## config.mk

```make
export PLATFORM = sky130hd
export DESIGN_NAME = tile_ram_arbiter
export DESIGN_NICKNAME = d
export VERILOG_FILES = /design/src/rtl/tile_ram_arbiter_pkg.sv /design/src/rtl/tile_ram_arbiter_load_seq.sv /design/src/rtl/tile_ram_arbiter.sv
export SDC_FILE = /design/constraint.sdc
export NUM_CORES = 1
export LEC_CHECK = 0
export ABC_AREA = 1
export CAP_MARGIN = 20
export CORE_MARGIN = 2
export CORE_UTILIZATION = 41
export DETAILED_ROUTE_END_ITERATION = 10
export HOLD_SLACK_MARGIN = 0.08
export PLACE_DENSITY_LB_ADDON = 0.05
export SLEW_MARGIN = 20
export SYNTH_ARGS = -nofsm -noshare
export SYNTH_HDL_FRONTEND = slang
export SYNTH_SLANG_ARGS = --single-unit
```

## constraint.sdc

```tcl
create_clock -name clk -period 2.4 [get_ports clk]
set_input_delay 0.6 -clock clk [delete_from_list [all_inputs] [get_ports clk]]
set_output_delay 0.6 -clock clk [all_outputs]
set_load 0.02 [all_outputs]
```

## src/rtl/tile_ram_arbiter_pkg.sv

```systemverilog
// Shared constants for the tile RAM arbiter: bus widths, tile word layout and state codes.
// No logic; imported by the arbiter top and the map load sequencer.
// Widths here are defaults; the top exposes them as overridable parameters.
package tile_ram_arbiter_pkg;

  localparam int DEF_ADDR_W   = 10;   // {row[4:0], col[4:0]}
  localparam int DEF_DATA_W   = 8;
  localparam int DEF_MAX_WAIT = 64;

  // tile word layout: [1:0] tile type, [3:2] rotation, [7:4] reserved
  localparam int TILE_TYPE_LSB = 0;
  localparam int TILE_TYPE_W   = 2;
  localparam int TILE_ROT_LSB  = 2;
  localparam int TILE_ROT_W    = 2;

  // sequencer state codes
  localparam logic ST_LOAD = 1'b0;
  localparam logic ST_RUN  = 1'b1;

endpackage

```

## src/rtl/tile_ram_arbiter_load_seq.sv

```systemverilog
// Purpose: walks every RAM cell once after reset, turning MapData row bits into tile words.
// Latency: one cell per cycle, 1024 cycles; init_done rises one cycle after entering RUN.
// Backpressure: none -- the load owns the RAM port outright until it finishes.
module tile_load_seq
  import tile_ram_arbiter_pkg::*;
#(
  parameter int ADDR_W = DEF_ADDR_W,
  parameter int DATA_W = DEF_DATA_W
) (
  input  logic              clk,
  input  logic              reset,
  input  logic [31:0]       map_bits,
  output logic [4:0]        map_row,
  output logic              load_active,
  output logic              in_run,
  output logic [ADDR_W-1:0] load_addr,
  output logic [DATA_W-1:0] load_din,
  output logic              init_done
);

  logic              state;
  logic [ADDR_W-1:0] cnt;

  // load counter, LOAD->RUN transition and sticky done flag
  always_ff @(posedge clk or negedge reset) begin
    if (!reset) begin
      state     <= ST_LOAD;
      cnt       <= '0;
      init_done <= 1'b0;
    end else if (state == ST_LOAD) begin
      cnt <= cnt + ADDR_W'(1);
      if (cnt == {ADDR_W{1'b1}}) begin
        state <= ST_RUN;
      end
    end else begin
      init_done <= 1'b1;
    end
  end

  // Gated by reset so every RAM-side output reads 0 while reset is held,
  // even though the state register already sits in LOAD.
  assign load_active = (state == ST_LOAD) && reset;
  assign in_run      = (state == ST_RUN);
  assign load_addr   = cnt;
  assign map_row     = load_active ? cnt[9:5] : 5'd0;

  // column c lives in bit 31-c, i.e. the bitwise inverse of the 5-bit column
  always_comb begin
    load_din = '0;
    if (load_active) begin
      load_din[TILE_TYPE_LSB +: TILE_TYPE_W] = {1'b0, map_bits[~cnt[4:0]]};
      load_din[TILE_ROT_LSB +: TILE_ROT_W]   = '0;
    end
  end

endmodule

```

## src/rtl/tile_ram_arbiter.sv

```systemverilog
// Purpose: owns the single-port tile RAM; map load after reset, then video vs update arbitration.
// Latency: update ack same cycle as issue; read data (video or update) valid the following cycle.
// Backpressure: video has priority; updates hold req until ack, force-granted after MAX_WAIT denials.
module tile_ram_arbiter
  import tile_ram_arbiter_pkg::*;
#(
  parameter int ADDR_W   = DEF_ADDR_W,
  parameter int DATA_W   = DEF_DATA_W,
  parameter int MAX_WAIT = DEF_MAX_WAIT
) (
  input  logic              clk,
  input  logic              reset,
  input  logic              vid_active,
  input  logic [ADDR_W-1:0] vid_addr,
  output logic [DATA_W-1:0] vid_data,
  output logic              vid_valid,
  input  logic              upd_req,
  input  logic              upd_we,
  input  logic [ADDR_W-1:0] upd_addr,
  input  logic [DATA_W-1:0] upd_wdata,
  output logic              upd_ack,
  output logic [DATA_W-1:0] upd_rdata,
  output logic              upd_rvalid,
  output logic [4:0]        map_row,
  input  logic [31:0]       map_bits,
  output logic [ADDR_W-1:0] ram_addr,
  output logic              ram_we,
  output logic [DATA_W-1:0] ram_din,
  input  logic [DATA_W-1:0] ram_dout,
  output logic              init_done
);

  localparam int WAIT_W = $clog2(MAX_WAIT + 1);

  logic              load_active;
  logic              in_run;
  logic [ADDR_W-1:0] load_addr;
  logic [DATA_W-1:0] load_din;
  logic [ADDR_W-1:0] addr_q;
  logic [WAIT_W-1:0] wait_cnt;
  logic              force_upd;
  logic              grant_vid;
  logic              grant_upd;
  logic              vid_pend_q;
  logic              rd_pend_q;

  tile_load_seq #(
    .ADDR_W (ADDR_W),
    .DATA_W (DATA_W)
  ) u_load_seq (
    .clk         (clk),
    .reset       (reset),
    .map_bits    (map_bits),
    .map_row     (map_row),
    .load_active (load_active),
    .in_run      (in_run),
    .load_addr   (load_addr),
    .load_din    (load_din),
    .init_done   (init_done)
  );

  // one grant per cycle: starved update, then video, then normal update
  always_comb begin
    force_upd = in_run && upd_req && (wait_cnt == WAIT_W'(MAX_WAIT));
    grant_vid = in_run && vid_active && !force_upd;
    grant_upd = in_run && upd_req && !grant_vid;
  end

  assign upd_ack = grant_upd;

  // RAM port mux; an idle cycle keeps the last address on the bus
  always_comb begin
    ram_addr = addr_q;
    ram_we   = 1'b0;
    ram_din  = '0;
    if (load_active) begin
      ram_addr = load_addr;
      ram_we   = 1'b1;
      ram_din  = load_din;
    end else if (grant_upd) begin
      ram_addr = upd_addr;
      ram_we   = upd_we;
      ram_din  = upd_wdata;
    end else if (grant_vid) begin
      ram_addr = vid_addr;
    end
  end

  // held address plus the one-cycle read-return tags for each requester
  always_ff @(posedge clk or negedge reset) begin
    if (!reset) begin
      addr_q     <= '0;
      vid_pend_q <= 1'b0;
      rd_pend_q  <= 1'b0;
    end else begin
      addr_q     <= ram_addr;
      vid_pend_q <= grant_vid;
      rd_pend_q  <= grant_upd && !upd_we;
    end
  end

  // Starvation counter: counts denied cycles of a live request, including
  // the load phase, so a request parked during LOAD is granted at once in RUN.
  always_ff @(posedge clk or negedge reset) begin
    if (!reset) begin
      wait_cnt <= '0;
    end else if (!upd_req || grant_upd) begin
      wait_cnt <= '0;
    end else if (wait_cnt != WAIT_W'(MAX_WAIT)) begin
      wait_cnt <= wait_cnt + WAIT_W'(1);
    end
  end

  // RAM dout is only forwarded in the cycle it belongs to that requester
  assign vid_valid  = vid_pend_q;
  assign vid_data   = vid_pend_q ? ram_dout : '0;
  assign upd_rvalid = rd_pend_q;
  assign upd_rdata  = rd_pend_q ? ram_dout : '0;

endmodule

```

==> reports/results.ini <==
[clock_network]
insertion_delay_ns = 0.29
clockBufferDepth = 2
clockRootBuffer = clkbuf_8
ctsHoldBuffers = 0
clock-sinks = 31
cts.htree.levels = 2
cts_buffers = 5
cts_tree = built
clk_pin_slew_worst_paths_ns = 0.08

[synth]
ys_seq_area_share_pct = 31.9
synth.avg_cell_area_um2 = 6.94
ys_async_sr_fraction_pct = 100
synthAdderAreaFrac_pct = 1.54
ys_ff_latch = 31
synth-simple-area-share_pct = 42.1
synth_ff_type = dfrtp_1
synth_xor_area_share_pct = 3.96
synth_fp_nets = 427
synth_mux_area_share_pct = 0
synthCells = 351
synth-edff-count = 0
yosysWarnings = 0
yosysUniqueCellTypes = 33
synth_top_family_by_area = simple AND/OR/NAND/NOR gates
synth_compound_area_share_pct = 4.52
netlist_area_mm2 = 0.00243

[power]
p_leak_nw = 2.58
power_density_mw_per_mm2 = 321
totalPowerFinal_mw = 1.33
ir_drop_uv = 366

[setup_path]
worst_path_most_repeated_cell = nand3_2
arrival_ns = 1.86
path_max_fanout = 10
required_ns = 1.80
critPathLaunchType = register
cp_top_family = simple AND/OR/NAND/NOR gates
path_class = register to output pin
cp_slowest_cell = dfrtp_1
max_stage_delay_ns = 0.40
worstSetupEndpointType = output pin
path_cells = inv_2, ha_4, nand2_4, nor2_4, nand2_4, buf_12, nand3_2, nand3_2, nand3_2, nand2_1, buf_2
crit_buf_inv = 3

[run_status]
outcome = finished, violations left
violations = setup timing

[run]
max_cap_viol_count = 0

[timing]
max_slew_margin_pct = 72.8
rsz0062_at_grt = yes
finalSetupViolCount = 10
fmax_mhz = 406
setup_slack_ns = -0.0614
period_share_pct = 103
hold_viol_final = 0
finClkSkew_ns = 0.0104
drv_slew = 0
setup_tns_ns = -0.311
tightestPinTransition_ns = 0.408
min_period_ns = 2.46

[global_route]
grt_overflow = 0
grt_pass1_vias = 2533
antenna_found_initial = 0
grt_pass1_wl_um = 12000
grt_use_total_pct = 23.5
grt_max_degree = 32

[drt]
vias = 2686
wire_per_inst_um = 12.6
via_per_inst = 4.62
dr.first_iter.drc_count = 90
routed_wl_um = 7350
first_pass_iters = 4
drc = 0
drtAntennaViolNets = 0

[placed_design]
gp_congestion = 0.802
hpwl_um = 5400
dp_cells = 563
portBuffers = 116

[cells_and_area]
num-nets-final = 581
drive_above_1_share_pct = 27.7
multiInputGateArea_mm2 = 0.00138
fillers = 496
seqCellArea_um2 = 776
syn_to_final_growth_pct = 70.4
stdcell_count = 581
diodes = 0

[hold_path]
min_path_type = input port to asynchronous set/reset pin

[floorplan]
dieArea_mm2 = 0.00657
num_rows = 28
coreArea_mm2 = 0.00582
die_h_um = 81.1
initial_core_util_pct = 41.9
dieWidth_um = 81.1
ios = 117

## metrics by stage
stage | cell area [µm²] | hold WS [ns] | util (%) | worst slack, ns
3_3_place_gp | 3870 | 0.459 | 66.6 | -0.670
2_1_floorplan | 2430 | 0.304 | - | 0.309
5_1_grt | 4150 | 0.480 | 71.3 | -0.147
3_5_place_dp | 3870 | 0.471 | 66.6 | -0.706
4_1_cts | 4090 | 0.493 | 70.4 | -0.0338
6_report | 4150 | 0.439 | 71.3 | -0.0614
## layer usage
| metal | vias up | GRT usage [%] | part of all wire [%] |
|---|---|---|---|
| met4 | 0 | 5.93 | 1.2 |
| li1 | 1369 | - | - |
| met1 | 1215 | 31.3 | 46 |
| met5 | - | 0 | 0 |
| met2 | 90 | 39.2 | 46 |
| met3 | 12 | 4.44 | 6.6 |
## cells in the mapped netlist, types with 2 or more instances
cell type    n  area (µm²)
o21ai_1      3        15.0
inv_2        3        11.3
nor3_1       2        10.0
a21oi_1      2        10.0
nor2_1      11        41.3
nand4_1      2        12.5
nand3_2     19         190
xor2_1       8        70.1
inv_1       68         255
nand2_4      2        22.5
clkbuf_1     3        11.3
buf_2        2        10.0
nand2_1    112         420
o21ai_0      4        20.0
nand3_1     35         175
buf_4        6        45.0
xnor2_1      3        26.3
nand2_2     13        81.3
dfrtp_1     31         776
ha_1         3        37.5
buf_12       2        40.0
o21a_1       5        37.5
nor2_2       2        12.5
## logic make-up after synthesis
family                     count (synthesis)
DFF                                       31
AOI/OAI and AO/OA                         16
xor gates and xnor gates                  11
and+or+nand+nor                          204
buffers and inverters                     86
adders and majority gates                  3
## worst paths after layout
check,startpoint,end,slack [ns],cells after the start
worst max-delay path,wait_cnt[0]$_DFFE_PN0P_,ram_addr[6],-0.06,11
worst min-delay path,reset,addr_q[9]$_DFF_PN0_,0.44,2
worst max register to register,wait_cnt[0]$_DFFE_PN0P_,wait_cnt[1]$_DFFE_PN0P_,0.46,13
worst min register to register,u_load_seq.init_done$_DFFE_PN0P_,u_load_seq.init_done$_DFFE_PN0P_,0.49,1
max in group asynchronous,reset,addr_q[8]$_DFF_PN0_,1.66,2
min in group clk,u_load_seq.init_done$_DFFE_PN0P_,u_load_seq.init_done$_DFFE_PN0P_,0.49,1
## flip-flops by register name, summed over array words and instances, names as in the netlist
| signal | cells |
|---|---|
| upd_rvalid | 1 |
| vid_valid | 1 |
| addr_q | 10 |
| wait_cnt | 7 |
| u_load_seq.init_done | 1 |
| u_load_seq.load_addr | 10 |
| u_load_seq.in_run | 1 |
## placed cells by master (no fill, tap or decap), types with 2 or more instances in the layout
cell,netlist,routed
clkbuf_8,0,5
xnor2_1,3,3
dfrtp_1,31,31
o21ai_1,3,2
o21bai_4,1,2
buf_4,6,40
buf_12,2,3
dlymetal6s2s_1,0,22
ha_1,3,2
xor2_1,8,8
a21oi_1,2,2
nor2_2,2,4
o21a_1,5,5
nor3_1,2,2
nand2_2,13,18
dlygate4sd2_1,0,4
nand3_2,19,21
nand2_4,2,4
nand4_1,2,2
buf_6,1,7
o21ai_0,4,4
clkdlybuf4s50_1,0,66
inv_4,1,3
clkdlybuf4s15_2,0,2
nand3_1,35,33
inv_2,3,4
buf_2,2,14
inv_1,68,65
nor2_1,11,9
nand2_1,112,104
## cell type report
class / count / share of cell area, %
well taps: 75 / 2.26
flip-flops and latches: 31 / 18.7
clock buffers: 5 / 1.66
multi-input cells: 236 / 33.3
repair buffers: 159 / 36.3
inverters: 72 / 6.69
clock inverters: 3 / 1.06
## report_power, final
part / internal, mW / total (mW) / switching, mW
combinational: 0.165 / 0.271 / 0.105
clock: 0.309 / 0.522 / 0.213
sequential: 0.533 / 0.538 / 0.00574
total: 1.01 / 1.33 / 0.325
## worst reg2reg max path, delay by kind of cell, from the launching register on
kind            cells  cell delay (ns)
compound gates      2             0.18
fa+ha+maj           1             0.15
buf+inv             6             0.72
flops               1             0.40
simple gates        4             0.36
## what timing repair did
item | in CTS | in global routing
setup buffers | 6 | 2
resized for setup | 108 | 51
pin swaps | 6 | 13
hold endpoints to repair | 0 | 0
setup endpoints to repair | 26 | 40
gates cloned | 2 | 0
Power figures use the tool's default switching activity.
